<file path="config.mk">
export PLATFORM = sky130hd
export DESIGN_NAME = pong_game_ctrl_flat
export DESIGN_NICKNAME = d
export VERILOG_FILES = /design/src/rtl/pong_game_ctrl_if.sv /design/src/rtl/pong_game_ctrl.sv /design/src/flat_wrapper.sv
export SDC_FILE = /design/constraint.sdc
export NUM_CORES = 1
export LEC_CHECK = 0
export ABC_AREA = 1
export CORE_UTILIZATION = 30
export CTS_BUF_LIST = sky130_fd_sc_hd__clkbuf_8
export CTS_CLUSTER_DIAMETER = 150
export DETAILED_ROUTE_END_ITERATION = 7
export GPL_TIMING_DRIVEN = 0
export PLACE_DENSITY = 0.57
export SLEW_MARGIN = 40
export SYNTH_ARGS = -nofsm -noshare
export SYNTH_HDL_FRONTEND = slang
export SYNTH_SLANG_ARGS = --single-unit
</file>
<file path="constraint.sdc">
create_clock -name i_Clock -period 1.63 [get_ports i_Clock]
set_clock_uncertainty 0.05 [all_clocks]
set_input_delay 0.489 -clock i_Clock [delete_from_list [all_inputs] [get_ports i_Clock]]
set_output_delay 0.489 -clock i_Clock [all_outputs]
set_load 0.01 [all_outputs]
</file>
<file path="src/rtl/pong_game_ctrl_if.sv">
// rtl/pong_game_ctrl_if.sv - key, frame and miss inputs plus game outputs of the pong sequencer
interface pong_game_ctrl_if #(
    parameter int SCORE_W = 4
);
    logic               i_Space;
    logic               i_P1_Up;
    logic               i_P1_Dn;
    logic               i_P2_Up;
    logic               i_P2_Dn;
    logic               i_Frame_Tick;
    logic               i_P1_Miss;
    logic               i_P2_Miss;
    logic [2:0]         o_State;
    logic               o_Ball_En;
    logic               o_Ball_Reset;
    logic               o_Serve_Dir;
    logic [SCORE_W-1:0] o_P1_Score;
    logic [SCORE_W-1:0] o_P2_Score;
    logic               o_P1_Up_Step;
    logic               o_P1_Dn_Step;
    logic               o_P2_Up_Step;
    logic               o_P2_Dn_Step;
    logic [1:0]         o_Winner;

    modport master (
        output i_Space, i_P1_Up, i_P1_Dn, i_P2_Up, i_P2_Dn,
               i_Frame_Tick, i_P1_Miss, i_P2_Miss,
        input  o_State, o_Ball_En, o_Ball_Reset, o_Serve_Dir,
               o_P1_Score, o_P2_Score, o_P1_Up_Step, o_P1_Dn_Step,
               o_P2_Up_Step, o_P2_Dn_Step, o_Winner
    );

    modport slave (
        input  i_Space, i_P1_Up, i_P1_Dn, i_P2_Up, i_P2_Dn,
               i_Frame_Tick, i_P1_Miss, i_P2_Miss,
        output o_State, o_Ball_En, o_Ball_Reset, o_Serve_Dir,
               o_P1_Score, o_P2_Score, o_P1_Up_Step, o_P1_Dn_Step,
               o_P2_Up_Step, o_P2_Dn_Step, o_Winner
    );
endinterface

</file>
<file path="src/rtl/pong_game_ctrl.sv">
// rtl/pong_game_ctrl.sv - pong game-flow sequencer: serve/play/score/win, per-frame paddle steps
// Optional pause state in PLAY enabled by defining PONG_PAUSE_EN.
module pong_game_ctrl #(
    parameter int WIN_SCORE   = 5,
    parameter int SERVE_DELAY = 60,
    parameter int SCORE_W     = 4
) (
    input  logic           i_Clock,
    input  logic           i_Rst_n,
    pong_game_ctrl_if.slave bus
);
    localparam int CNT_W = (SERVE_DELAY > 1) ? $clog2(SERVE_DELAY) : 1;

    localparam logic [2:0] ST_IDLE      = 3'd0;
    localparam logic [2:0] ST_SERVE     = 3'd1;
    localparam logic [2:0] ST_PLAY      = 3'd2;
    localparam logic [2:0] ST_POINT     = 3'd3;
    localparam logic [2:0] ST_GAME_OVER = 3'd4;
`ifdef PONG_PAUSE_EN
    localparam logic [2:0] ST_PAUSE     = 3'd5;
`endif

    localparam logic [CNT_W-1:0]   CNT_LAST = CNT_W'(SERVE_DELAY - 1);
    localparam logic [SCORE_W-1:0] WIN_VAL  = SCORE_W'(WIN_SCORE);

    logic [2:0]         state;
    logic [CNT_W-1:0]   serve_cnt;
    logic [SCORE_W-1:0] p1_score;
    logic [SCORE_W-1:0] p2_score;
    logic [SCORE_W-1:0] p1_score_inc;
    logic [SCORE_W-1:0] p2_score_inc;
    logic [1:0]         winner;
    logic               ball_en;
    logic               ball_reset;
    logic               serve_dir;
    logic [3:0]         steps;
    logic               step_ok;
    logic [3:0]         step_req;

    assign p1_score_inc = p1_score + SCORE_W'(1);
    assign p2_score_inc = p2_score + SCORE_W'(1);

    // Paddles move only while the ball is live or waiting to serve; opposing keys cancel.
    assign step_ok  = bus.i_Frame_Tick && (state == ST_SERVE || state == ST_PLAY);
    assign step_req = {bus.i_P1_Up & ~bus.i_P1_Dn, bus.i_P1_Dn & ~bus.i_P1_Up,
                       bus.i_P2_Up & ~bus.i_P2_Dn, bus.i_P2_Dn & ~bus.i_P2_Up};

    always_ff @(posedge i_Clock or negedge i_Rst_n) begin
        if (!i_Rst_n) begin
            state      <= ST_IDLE;
            serve_cnt  <= '0;
            p1_score   <= '0;
            p2_score   <= '0;
            winner     <= 2'd0;
            ball_en    <= 1'b0;
            ball_reset <= 1'b0;
            serve_dir  <= 1'b0;
            steps      <= 4'b0;
        end else begin
            ball_reset <= 1'b0;
            steps      <= step_ok ? step_req : 4'b0;
            case (state)
                ST_IDLE: begin
                    if (bus.i_Space) begin
                        state      <= ST_SERVE;
                        serve_cnt  <= '0;
                        ball_reset <= 1'b1;
                        serve_dir  <= 1'b0;
                    end
                end
                ST_SERVE: begin
                    if (bus.i_Frame_Tick) begin
                        if (serve_cnt == CNT_LAST) begin
                            serve_cnt <= '0;
                            state     <= ST_PLAY;
                            ball_en   <= 1'b1;
                        end else begin
                            serve_cnt <= serve_cnt + CNT_W'(1);
                        end
                    end
                end
                ST_PLAY: begin
                    // A P1 miss shadows a simultaneous P2 miss; any miss shadows space.
                    if (bus.i_P1_Miss) begin
                        p2_score  <= p2_score_inc;
                        serve_dir <= 1'b1;
                        ball_en   <= 1'b0;
                        if (p2_score_inc == WIN_VAL) begin
                            state  <= ST_GAME_OVER;
                            winner <= 2'd2;
                        end else begin
                            state      <= ST_POINT;
                            ball_reset <= 1'b1;
                        end
                    end else if (bus.i_P2_Miss) begin
                        p1_score  <= p1_score_inc;
                        serve_dir <= 1'b0;
                        ball_en   <= 1'b0;
                        if (p1_score_inc == WIN_VAL) begin
                            state  <= ST_GAME_OVER;
                            winner <= 2'd1;
                        end else begin
                            state      <= ST_POINT;
                            ball_reset <= 1'b1;
                        end
                    end
`ifdef PONG_PAUSE_EN
                    else if (bus.i_Space) begin
                        state   <= ST_PAUSE;
                        ball_en <= 1'b0;
                    end
`endif
                end
                ST_POINT: begin
                    state     <= ST_SERVE;
                    serve_cnt <= '0;
                end
                ST_GAME_OVER: begin
                    if (bus.i_Space) begin
                        state    <= ST_IDLE;
                        p1_score <= '0;
                        p2_score <= '0;
                        winner   <= 2'd0;
                    end
                end
`ifdef PONG_PAUSE_EN
                ST_PAUSE: begin
                    if (bus.i_Space) begin
                        state   <= ST_PLAY;
                        ball_en <= 1'b1;
                    end
                end
`endif
                default: begin
                    state   <= ST_IDLE;
                    ball_en <= 1'b0;
                end
            endcase
        end
    end

    assign bus.o_State      = state;
    assign bus.o_Ball_En    = ball_en;
    assign bus.o_Ball_Reset = ball_reset;
    assign bus.o_Serve_Dir  = serve_dir;
    assign bus.o_P1_Score   = p1_score;
    assign bus.o_P2_Score   = p2_score;
    assign bus.o_Winner     = winner;
    assign bus.o_P1_Up_Step = steps[3];
    assign bus.o_P1_Dn_Step = steps[2];
    assign bus.o_P2_Up_Step = steps[1];
    assign bus.o_P2_Dn_Step = steps[0];
endmodule

</file>
<file path="src/flat_wrapper.sv">
// flat-port wrapper written by rule: the top's interface ports become plain ports
module pong_game_ctrl_flat 
#(
    parameter int WIN_SCORE   = 5,
    parameter int SERVE_DELAY = 60,
    parameter int SCORE_W     = 4
)
  (i_Clock, i_Rst_n, bus_i_Space, bus_i_P1_Up, bus_i_P1_Dn, bus_i_P2_Up, bus_i_P2_Dn, bus_i_Frame_Tick, bus_i_P1_Miss, bus_i_P2_Miss, bus_o_State, bus_o_Ball_En, bus_o_Ball_Reset, bus_o_Serve_Dir, bus_o_P1_Score, bus_o_P2_Score, bus_o_P1_Up_Step, bus_o_P1_Dn_Step, bus_o_P2_Up_Step, bus_o_P2_Dn_Step, bus_o_Winner);
  pong_game_ctrl_if #(.SCORE_W(SCORE_W)) bus_i ();
  input  logic i_Clock;
  input  logic i_Rst_n;
  input wire logic [$bits(bus_i.i_Space)-1:0] bus_i_Space;
  input wire logic [$bits(bus_i.i_P1_Up)-1:0] bus_i_P1_Up;
  input wire logic [$bits(bus_i.i_P1_Dn)-1:0] bus_i_P1_Dn;
  input wire logic [$bits(bus_i.i_P2_Up)-1:0] bus_i_P2_Up;
  input wire logic [$bits(bus_i.i_P2_Dn)-1:0] bus_i_P2_Dn;
  input wire logic [$bits(bus_i.i_Frame_Tick)-1:0] bus_i_Frame_Tick;
  input wire logic [$bits(bus_i.i_P1_Miss)-1:0] bus_i_P1_Miss;
  input wire logic [$bits(bus_i.i_P2_Miss)-1:0] bus_i_P2_Miss;
  output wire logic [$bits(bus_i.o_State)-1:0] bus_o_State;
  output wire logic [$bits(bus_i.o_Ball_En)-1:0] bus_o_Ball_En;
  output wire logic [$bits(bus_i.o_Ball_Reset)-1:0] bus_o_Ball_Reset;
  output wire logic [$bits(bus_i.o_Serve_Dir)-1:0] bus_o_Serve_Dir;
  output wire logic [$bits(bus_i.o_P1_Score)-1:0] bus_o_P1_Score;
  output wire logic [$bits(bus_i.o_P2_Score)-1:0] bus_o_P2_Score;
  output wire logic [$bits(bus_i.o_P1_Up_Step)-1:0] bus_o_P1_Up_Step;
  output wire logic [$bits(bus_i.o_P1_Dn_Step)-1:0] bus_o_P1_Dn_Step;
  output wire logic [$bits(bus_i.o_P2_Up_Step)-1:0] bus_o_P2_Up_Step;
  output wire logic [$bits(bus_i.o_P2_Dn_Step)-1:0] bus_o_P2_Dn_Step;
  output wire logic [$bits(bus_i.o_Winner)-1:0] bus_o_Winner;
  assign bus_i.i_Space = bus_i_Space;
  assign bus_i.i_P1_Up = bus_i_P1_Up;
  assign bus_i.i_P1_Dn = bus_i_P1_Dn;
  assign bus_i.i_P2_Up = bus_i_P2_Up;
  assign bus_i.i_P2_Dn = bus_i_P2_Dn;
  assign bus_i.i_Frame_Tick = bus_i_Frame_Tick;
  assign bus_i.i_P1_Miss = bus_i_P1_Miss;
  assign bus_i.i_P2_Miss = bus_i_P2_Miss;
  assign bus_o_State = bus_i.o_State;
  assign bus_o_Ball_En = bus_i.o_Ball_En;
  assign bus_o_Ball_Reset = bus_i.o_Ball_Reset;
  assign bus_o_Serve_Dir = bus_i.o_Serve_Dir;
  assign bus_o_P1_Score = bus_i.o_P1_Score;
  assign bus_o_P2_Score = bus_i.o_P2_Score;
  assign bus_o_P1_Up_Step = bus_i.o_P1_Up_Step;
  assign bus_o_P1_Dn_Step = bus_i.o_P1_Dn_Step;
  assign bus_o_P2_Up_Step = bus_i.o_P2_Up_Step;
  assign bus_o_P2_Dn_Step = bus_i.o_P2_Dn_Step;
  assign bus_o_Winner = bus_i.o_Winner;
  pong_game_ctrl #(.WIN_SCORE(WIN_SCORE), .SERVE_DELAY(SERVE_DELAY), .SCORE_W(SCORE_W)) u_core (.i_Clock(i_Clock), .i_Rst_n(i_Rst_n), .bus(bus_i));
endmodule
</file>
# Yosys cells after proc, flatten, opt, wreduce, memory -nomap -nowiden

Cells that the tools add are included.

Word-level logic and storage cells: 92
Output and inout port bits: 20
Bits in registers: 26
Bits of input ports: 10

Add/subtract/negate cells: 3
Reductions and logical operators: 14
Equality and inequality tests: 17
Bitwise gates (word level): 9
Multiplexer cells: 40

Operator list:

| cell                                                 | count |
|---|---|
| two-way mux 3 bit                                    | 8 |
| two-way mux 4 bit                                    | 5 |
| two-way mux 6 bit                                    | 3 |
| one-hot mux 6 bit (3 select lines)                   | 1 |
| one-hot mux 4 bit (2 select lines)                   | 2 |
| one-hot mux 3 bit (5 select lines)                   | 1 |
| inequality test 2 bit (second input constant)        | 7 |
| two-way mux 1 bit                                    | 11 |
| two-way mux 2 bit                                    | 5 |
| AND reduction 5 bit                                  | 2 |
| inequality test 3 bit (second input constant)        | 3 |
| AND reduction 3 bit                                  | 3 |
| adder 4 x 1 -> 4 bit (second input constant)         | 2 |
| equality test 4 x 3 -> 1 bit (second input constant) | 2 |
| AND reduction 4 bit                                  | 2 |
| adder 6 x 1 -> 6 bit (second input constant)         | 1 |
| equality test 3 x 2 -> 1 bit (second input constant) | 2 |
| equality test 6 bit (second input constant)          | 1 |
| NOT 1 bit                                            | 5 |
| AND 1 bit                                            | 4 |
| one-hot mux 1 bit (2 select lines)                   | 2 |
| one-hot mux 2 bit (2 select lines)                   | 1 |
| nonzero test 2 bit                                   | 2 |
| equality test 3 x 1 -> 1 bit (second input constant) | 1 |
| 7 further kinds                                      | 7 |

# Depth between registers and ports, before layout

Gate-level depths: netlist of run 1.

Depth after elaboration: 6
Gate-level depth with buffers: 10

# Worst setup path before layout of run 1

No wires, ideal clock.

Path type: register -> register
Start: register u_core.p1_score[0] (netlist: u_core.bus.o_P1_Score[0])
End: register u_core.winner[0] (netlist: u_core.bus.o_Winner[0])
Stages on the path, launching flop included: 10
Library setup time: 117 ps
Data required time: 1,463 ps
Setup slack: 217 ps
Data arrival time: 1,247 ps
Period minus slack after synthesis: 1,413 ps
Path through: dfrtp_1 -> ha_1 -> nand2_1 -> nand2_1 -> nor2_1 -> nand2_1 -> nand3_1 -> nand2_1 -> nand2_1 -> nand2_1

Longest elaborated chain between the ends: 4

Ends and longest elaborated chain:

| element                         | RTL line              | text |
|---|---|---|
| from (decl)                     | pong_game_ctrl.sv:28  | `logic [SCORE_W-1:0] p1_score;` |
| from (signal assigned)          | pong_game_ctrl.sv:96  | `p1_score <= p1_score_inc;` |
| adder 4 x 1 -> 4 bit            | pong_game_ctrl.sv:40  | `assign p1_score_inc = p1_score + SCORE_W'(1);` |
| equality test 4 x 3 -> 1 bit    | pong_game_ctrl.sv:99  | `if (p1_score_inc == WIN_VAL) begin` |
| inequality test 3 bit (no line) | --                    |  |
| AND reduction 5 bit (no line)   | --                    |  |
| to (signal assigned)            | pong_game_ctrl.sv:54  | `winner <= 2'd0;` |
| to (signal assigned)            | pong_game_ctrl.sv:101 | `winner <= 2'd1;` |
| to (signal assigned)            | pong_game_ctrl.sv:123 | `winner <= 2'd0;` |
| to (decl)                       | pong_game_ctrl.sv:32  | `logic [1:0] winner;` |

Every way passes these cells.
A chain may end at the register's enable or synchronous reset.

# Worst setup path in the final report of run 1

Start: register u_core.p1_score[2] (netlist: u_core.bus.o_P1_Score[2])
End: output port bus_o_P1_Score[2]

RTL lines:

| element   | RTL line           | text |
|---|---|---|
| to (decl) | flat_wrapper.sv:24 | `output wire logic [$bits(bus_i.o_P1_Score)-1:0] bus_o_P1_Score;` |

No word-level cell between the ends.

==> results_dict.tcl, run 1 <==
set metrics [dict create \
    outcome "complete, no violations" \
    crit_path_max_incr_delay_ps 440 \
    grt_pass1_vias 1259 \
    syn_inst 197 \
    ys_seq_area_share_pct 45.0 \
    viasPerCell 4.62 \
    syn_to_final_growth_pct 33.9 \
    numPortBuffers 29 \
    drt_iter0_drc 55 \
    arrival_ps 1020 \
    drc_errors 0 \
    grt_setup_unrepaired "yes" \
    syn_area_per_cell_um2 7.34 \
    path_clk_slew_ps 90 \
    clock-sinks 26 \
    cp.required_ps 1090 \
    clk_latency_ps 280 \
    synth_area_um2 1450 \
    maxSlewViolCount 0 \
    post_synth_most_frequent_cells "nand2_1, inv_1, dfrtp_1" \
    worst_pin_slew_ps 583 \
    wl_per_cell_um 10.6 \
    antenna_found_initial 0 \
    power_frac_seq_pct 34.5 \
    setup_viol 0 \
    fmax_mhz 640 \
    ys_ff_latch 26 \
    grtUsageTotal_pct 13.8 \
    hpwl_um 2220 \
    syn_nets 212 \
    cap_violations 0 \
    crit_chain "dlygate4sd2_1" \
    grt_max_degree 27 \
    p_int_mw 1.61 \
    pwr-share-clk_pct 15.4 \
    place_congestion 0.806 \
    slew_headroom_pct 61.1 \
    p_sw_mw 1.16 \
    critPathCaptureType "output port" \
    dr.pass1.iters 6 \
    num_antenna_cells 0 \
    ir_worst_vdd_uv 561 \
    cp_max_fo 6 \
    yosysTopAreaCell "dfrtp_1" \
    numCtsBuffers 3 \
    dieArea_um2 5100 \
    top_usage_layer "met2" \
    cts-hold-fix-buffers 0 \
    cp_slowest_cell "dfrtp_1" \
    ys.warnings.count 0 \
    synth_edf_count 0 \
    drive_gt1_share_pct 16.5 \
    timing.final.crit_share_pct 95.8 \
    swShare_pct 41.8 \
    fp.dieH_um 71.4 \
    async_flop_share_pct 100 \
    critPathBufInv 1 \
    boundaryPins 30 \
    use_met3_pct 2.25 \
    power_mw 2.77 \
    synth_top_area_share_pct 45.0 \
    synth_area_leaders "dfrtp_1, nand2_1, inv_1, nand3_1, ha_1" \
    start_util_pct 32.1 \
    yosysMostFrequentCell "nand2_1" \
    drtAntennaViolNets 0 \
    crit_family "flip-flops" \
    grt_pass1_wl_um 5560 \
    leakage_nw 1.07 \
    period_needed_ps 1560 \
    hold_viol 0 \
    core_area_um2 4500 \
    grt_use_met1_pct 19.3 \
    htreeDepth 1 \
    cts-root-buf "clkbuf_8" \
    dieWidth_um 71.4 \
    gr-total-overflow 0 \
    tns_ps 0 \
    p_comb_share_pct 50.1 \
    layout.nets 253 \
    power_density_nw_per_um2 1430 \
    crit_path_start_kind "flop" \
    rows 24 \
    vias 1336 \
    synth_top_flop_cell "dfrtp_1" \
    grt_use_met2_pct 21.4 \
    path_class "flop to output port" \
    hp-class "primary input to async pin" \
    finalWirelength_um 3060 \
    cts_tree "built" \
    synth_cell_types 22 \
    cts.path.max_buffers 2 \
]
[layout by cell type (no fill, tap or decap), types with 3 or more instances in the layout]
cell	instances
nand2_1	68
nand4_1	4
clkdlybuf4s50_1	7
o21ai_0	9
o21ai_2	3
ha_1	3
inv_1	31
clkbuf_8	4
nor3_1	3
dlygate4sd2_1	19
dfrtp_2	3
buf_4	8
nand3_1	14
nand2_2	6
dfrtp_1	23
nor2_1	10
[state kept, by name, summed over array words and instances (netlist names)]
signal,cells
u_core.bus.o_Winner,2
u_core.serve_cnt,6
u_core.bus.o_Ball_Reset,1
u_core.bus.o_Ball_En,1
u_core.bus.o_P2_Score,4
u_core.bus.o_P1_Score,4
u_core.bus.o_Serve_Dir,1
u_core.bus.o_State,3
u_core.steps,4
[power groups by stage]
stage | sequential, mW | clock, mW | combinational (mW)
finish | 0.956 | 0.427 | 1.39
global route | 0.989 | 0.465 | 1.59
CTS | 0.961 | 0.442 | 1.31
detailed placement | 1.02 | 0 | 1.26
global placement | 1.03 | 0 | 1.25
floorplan | 1.06 | 0 | 0.701
[path summary, 6_finish.rpt]
kind | from | endpoint | slack, ps | cells past startpoint
min in group i_Clock | u_core.bus.o_Serve_Dir$_DFFE_PN0P_ | u_core.bus.o_Serve_Dir$_DFFE_PN0P_ | 430 | 2
max in group asynchronous | i_Rst_n | u_core.bus.o_P2_Score[0]$_DFFE_PN0P_ | 960 | 1
worst max register to register | u_core.bus.o_P2_Score[0]$_DFFE_PN0P_ | u_core.bus.o_State[0]$_DFFE_PN0P_ | 100 | 10
worst max-delay path | u_core.bus.o_P1_Score[2]$_DFFE_PN0P_ | bus_o_P1_Score[2] | 70 | 1
worst min-delay path | i_Rst_n | u_core.steps[1]$_DFF_PN0_ | 150 | 1
worst min register to register | u_core.bus.o_Serve_Dir$_DFFE_PN0P_ | u_core.bus.o_Serve_Dir$_DFFE_PN0P_ | 430 | 2
[cells by family after synthesis]
kind of cell	after synthesis	share of synthesized area [%]
compound gates	18	7.61
simple gates	113	34.0
flops	26	45.0
buf+inv	35	9.08
fa+ha+maj	5	4.33
[through the flow]
step | cells | setup WS (ps) | instance area, µm² | hold slack, ps | util [%]
finish | 289 | 68.4 | 1940 | 153 | 43.0
global route | 289 | -17.8 | 1940 | 199 | 43.0
CTS | 288 | 36.6 | 1880 | 173 | 41.7
detailed placement | 278 | -345 | 1800 | 415 | 39.9
global placement | 278 | -376 | 1800 | 411 | 40.0
floorplan | 197 | 217 | 1450 | 143 | -
[final cells by class]
type / count / area (µm²)
inverters: 35 / 136
flip-flops and latches: 26 / 654
repair buffers: 36 / 314
clock buffers: 4 / 55.1
multi-input cells: 136 / 712
well taps: 52 / 65.1
fillers: 494 / 2570
[metal layers]
metal  part of all wire [%]  vias to the layer above
li1                       -                      694
met1                     50                      604
met2                     44                       31
met3                    3.4                        7
met4                    2.8                        0
met5                      0                        -
[timing repair]
action	in CTS	in global routing
gates resized for setup	24	19
endpoints found under the setup margin	25	20
gates cloned	0	0
pin swaps	0	3
setup buffers	6	1
Note: power is estimated with default switching activity, not from simulation.
==> run 2, diff against run 1 <==
CORE_ASPECT_RATIO = 0.5   (was not set)
PLACE_DENSITY = 0.61   (was 0.57)
==> run 2 against run 1 <==
Sequential share of layout area decreased by 0.71 points. Total power increased by 4.5%. Cell count increased by 5.2%. Via count increased by 3.1%. Sequential power decreased by 1%. Cell area increased by 2.1%. Utilization increased by 0.87 points. Critical endpoint is now bus_o_State[2].
==> results_dict.tcl, run 2 (same netlist as run 1, synthesis figures left out) <==
set metrics [dict create \
    grt_max_degree 27 \
    drive_gt1_share_pct 15.1 \
    regMostFlops "u_core.serve_cnt" \
    pwr-share-clk_pct 18.6 \
    wl_per_cell_um 10.7 \
    dieArea_um2 5120 \
    crit_family "flip-flops" \
    boundaryPins 30 \
    p_int_mw 1.73 \
    wl_met1_um 1480 \
    grt_pass1_vias 1322 \
    antenna_found_initial 0 \
    leakage_nw 1.08 \
    cp_slowest_cell "dfrtp_1" \
    critPathCaptureType "output port" \
    critPathBufInv 1 \
    power_frac_seq_pct 32.6 \
    rows 17 \
    fp.dieH_um 51.1 \
    numPortBuffers 29 \
    hold_ws_ps 153 \
    vias 1378 \
    crit_chain "dlygate4sd2_1" \
    viasPerCell 4.53 \
    p_comb_share_pct 48.8 \
    power_density_nw_per_um2 1460 \
    layout_common_cells "nand2_1, inv_1, dfrtp_1" \
    cts.path.max_buffers 2 \
    grt_pass1_wl_um 5530 \
    core_area_um2 4510 \
    r2r-start "u_core.bus.o_State[1]$_DFFE_PN0P_" \
    numCtsBuffers 3 \
    final_common_cell "nand2_1" \
    htreeDepth 1 \
    start_util_pct 32.1 \
    largest_register_ffs 6 \
    arrival_ps 1000 \
    slew_headroom_pct 60.8 \
    clock-sinks 26 \
    hold_viol 0 \
    cts_tree "built" \
    layout.nets 254 \
    period_needed_ps 1540 \
    hp-class "primary input to async pin" \
    fillers 469 \
    finish.utilization_pct 43.9 \
    drc_errors 0 \
    cp.required_ps 1090 \
    cts-root-buf "clkbuf_8" \
    wl_met3_um 108 \
    dr.pass1.iters 4 \
    crit_path_max_incr_delay_ps 420 \
    fmax_mhz 650 \
    routed.top_layer "met4" \
    worst_pin_slew_ps 588 \
    outcome "complete, no violations" \
    r2r_slack_ps 100 \
    setup_viol 0 \
    maxSlewViolCount 0 \
    dieWidth_um 100 \
    clk_latency_ps 280 \
    timing.final.crit_share_pct 94.4 \
    place_congestion 0.814 \
    path_clk_slew_ps 90 \
    gr-total-overflow 0 \
    wl_met2_um 1610 \
    timing.rr.end "u_core.serve_cnt[2]$_DFFE_PN0P_" \
    grtUsageTotal_pct 13.6 \
    crit_path_start_kind "flop" \
    cts-hold-fix-buffers 0 \
    drtAntennaViolNets 0 \
    drt_iter0_drc 41 \
    swShare_pct 40.2 \
    syn_to_final_growth_pct 36.8 \
    reg2reg_depth 6 \
    num_antenna_cells 0 \
    cp_max_fo 4 \
    finalWirelength_um 3270 \
    p_sw_mw 1.16 \
    hpwl_um 2290 \
    cap_violations 0 \
    grt_setup_unrepaired "yes" \
    path_class "flop to output port" \
    ir_worst_vdd_uv 529 \
]
## run 2: cell count changes in the layout (fill, tap and decap cells not counted), sizes merged
cell,before,now
bufinv,0,1
clkbuf,4,3
dlygate4sd2,19,20
## run 2: routing by layer
layer / vias up / GRT usage [%]
li1: 695 / -
met1: 648 / 15.6
met2: 27 / 25.3
met3: 8 / 2.87
met4: 0 / 5.31
met5: - / 0
## run 2: stage by stage
step | power, mW | setup TNS (ps) | std cells | area (µm²) | setup WS, ps
3_5_place_dp | 2.28 | -3850 | 292 | 1810 | -330
6_report | 2.90 | 0 | 304 | 1980 | 91.3
3_3_place_gp | 2.26 | -12390 | 292 | 1820 | -334
5_1_grt | 3.13 | -71.8 | 304 | 1980 | -24.6
4_1_cts | 2.84 | 0 | 304 | 1930 | 14.6
2_1_floorplan | 1.76 | 0 | 197 | 1450 | 217
## run 2: layout make-up
| cell class | count | area (µm²) | share of cell area (%) |
|---|---|---|---|
| Inverter | 35 | 131 | 6.64 |
| Tap cell | 66 | 82.6 | 4.17 |
| Clock inverter | 1 | 30.0 | 1.52 |
| Sequential cell | 26 | 654 | 33.1 |
| Clock buffer | 3 | 41.3 | 2.09 |
| Multi-Input combinational cell | 136 | 712 | 36.0 |
| Timing Repair Buffer | 37 | 327 | 16.5 |
## run 2: power by group through the flow
stage,sequential [mW],clock [mW],combinational (mW)
6_report,0.944,0.539,1.41
5_1_grt,0.969,0.578,1.59
4_1_cts,0.942,0.558,1.34
3_5_place_dp,1.02,0,1.26
3_3_place_gp,1.02,0,1.24
2_1_floorplan,1.06,0,0.701
## run 2: worst register-to-register path: cells and delay by family (launching register included)
family                 cells  cell delay (ps)
AO/OA/AOI/OAI              2              460
buffers and inverters      2              280
flip-flops                 1              420
AND/OR/NAND/NOR            2              240
## run 2: how the worst max path moves through the flow
stage | from | to | cells past startpoint
2_1_floorplan | u_core.bus.o_P1_Score[0]$_DFFE_PN0P_ | u_core.bus.o_Winner[0]$_DFFE_PN0P_ | 9
3_3_place_gp | i_Rst_n | u_core.bus.o_P2_Score[2]$_DFFE_PN0P_ | 1
3_5_place_dp | bus_i_P1_Miss | u_core.bus.o_Winner[1]$_DFFE_PN0P_ | 9
4_1_cts | bus_i_Space | u_core.serve_cnt[2]$_DFFE_PN0P_ | 7
5_1_grt | u_core.serve_cnt[0]$_DFFE_PN0P_ | u_core.bus.o_State[1]$_DFFE_PN0P_ | 9
6_report | u_core.bus.o_State[2]$_DFFE_PN0P_ | bus_o_State[2] | 1
## run 2: repair_timing
item / CTS / global route
pin swaps: 0 / 3
endpoints found under the setup margin: 22 / 16
buffers inserted: 8 / 0
resized for setup: 23 / 14
==> run 3, diff against run 2 <==
CORE_UTILIZATION = 52   (was 30)
PLACE_DENSITY = 0.9   (was 0.61)
==> run 3 against run 2 <==
Die area is 41% lower. Worst setup slack worse by 35 ps. Wire length is 0.31% higher. Cell area is 5.0% lower. Clock power decreased by 34%. Critical path depth is 9 higher. Sequential cell count stayed put. Critical path type is now flop to flop. Largest power group unchanged.
==> results_dict.tcl, run 3 (same netlist as run 1, synthesis figures left out) <==
set metrics [dict create \
    outcome "complete, no violations" \
    cap_violations 0 \
    ir_worst_vdd_uv 902 \
    grt_pass1_wl_um 4800 \
    wl_per_cell_um 12.0 \
    slew_headroom_pct 61.4 \
    arrival_ps 1680 \
    cts.path.max_buffers 2 \
    fmax_mhz 635 \
    worst_pin_slew_ps 579 \
    final_common_cell "nand2_1" \
    grt_max_degree 27 \
    dp_cells 263 \
    vias 1380 \
    gr-total-overflow 0 \
    syn_to_final_growth_pct 29.9 \
    power_density_nw_per_um2 1440 \
    finish.utilization_pct 71.8 \
    viasPerCell 5.07 \
    cts_tree "built" \
    hpwl_um 2220 \
    core_area_um2 2620 \
    start_util_pct 55.2 \
    largest_register_ffs 6 \
    layout.nets 252 \
    grtUsageTotal_pct 21.2 \
    tns_ps 0 \
    drc_errors 0 \
    clk_latency_ps 270 \
    placed_area_um2 1780 \
    dr.pass1.iters 4 \
    setup_viol 0 \
    hold_viol 0 \
    path_clk_slew_ps 90 \
    rows 13 \
    fin_area_um2 1880 \
    numPortBuffers 29 \
    dieArea_um2 3010 \
    place_ws_ps -321 \
    boundaryPins 30 \
    grt_pass1_vias 1180 \
    layout_common_cells "nand2_1, inv_1, dfrtp_1" \
    stdcell_count 272 \
    critPathCaptureType "flop" \
    fp.dieH_um 39.3 \
    clock-sinks 26 \
    worst_slack_ps 56.3 \
    finalWirelength_um 3280 \
    dieWidth_um 76.6 \
    htreeDepth 1 \
    timing.final.crit_share_pct 96.5 \
    num_antenna_cells 0 \
    antenna_found_initial 0 \
    hp-class "primary input to async pin" \
    drtAntennaViolNets 0 \
    regMostFlops "u_core.serve_cnt" \
    crit_path_start_kind "flop" \
    cp.required_ps 1740 \
    cts-hold-fix-buffers 0 \
    cp_max_fo 6 \
    cts-root-buf "clkbuf_8" \
    drt_iter0_drc 76 \
    maxSlewViolCount 0 \
    grt_setup_unrepaired "no" \
    place_congestion 0.828 \
    numCtsBuffers 3 \
    period_needed_ps 1570 \
    drive_gt1_share_pct 12.8 \
    path_class "flop to flop" \
    leakage_nw 1.06 \
]
run 3: through the flow:
stage	power, mW	hold slack, ps
4_1_cts	2.64	178
3_5_place_dp	2.28	412
6_report	2.71	164
2_1_floorplan	1.76	143
3_3_place_gp	2.22	405
5_1_grt	2.91	196
run 3: layer usage:
| metal | part of all wire (%) | track usage, % | vias up |
|---|---|---|---|
| li1 | - | - | 693 |
| met1 | 44 | 23.9 | 647 |
| met2 | 51 | 41.2 | 36 |
| met3 | 4.0 | 5.12 | 4 |
| met4 | 1.0 | 7.69 | 0 |
| met5 | 0 | 0 | - |
run 3: final cells by class:
type / instances / area (µm²)
multi-input cells: 136 / 699
fillers: 180 / 739
clock buffers: 3 / 41.3
flip-flops and latches: 26 / 653
well taps: 37 / 46.3
inverters: 35 / 131
repair buffers: 35 / 308
run 3: repair_timing:
item                                    CTS  global route
buffers inserted                          6             0
pin swaps                                 0             1
endpoints found under the hold margin     0             0
endpoints found under the setup margin   25            11
gates cloned                              0             0
gates resized for setup                  23            10
run 3: power breakdown:
group	total, mW	switching (mW)	leakage, nW	internal [mW]
Sequential	0.949	0.118	0.342	0.831
Combinational	1.40	0.850	0.692	0.551
Clock	0.357	0.192	0.0216	0.165
Total	2.71	1.16	1.06	1.55
run 3: worst paths after layout:
| kind | from | endpoint | slack (ps) | cells past startpoint |
|---|---|---|---|---|
| setup / recovery | u_core.bus.o_P1_Score[0]$_DFFE_PN0P_ | u_core.bus.o_State[0]$_DFFE_PN0P_ | 60 | 10 |
| hold / removal | i_Rst_n | u_core.bus.o_Winner[0]$_DFFE_PN0P_ | 160 | 1 |
| setup reg to reg | u_core.bus.o_P1_Score[0]$_DFFE_PN0P_ | u_core.bus.o_State[0]$_DFFE_PN0P_ | 60 | 10 |
| hold reg to reg | u_core.bus.o_Serve_Dir$_DFFE_PN0P_ | u_core.bus.o_Serve_Dir$_DFFE_PN0P_ | 420 | 2 |
| max in group asynchronous | i_Rst_n | u_core.bus.o_State[1]$_DFFE_PN0P_ | 950 | 1 |
| min in group i_Clock | u_core.bus.o_Serve_Dir$_DFFE_PN0P_ | u_core.bus.o_Serve_Dir$_DFFE_PN0P_ | 420 | 2 |
run 3: worst max-delay path, stage by stage (launching register included):
cell     delay (ps)
dfrtp_1         410
buf_4           160
ha_1            200
nand2_1          80
nand2_1          50
nor2_1           80
nand2_1         110
nand3_4         130
nand2_1          70
nand2_1          60
nand2_1          50
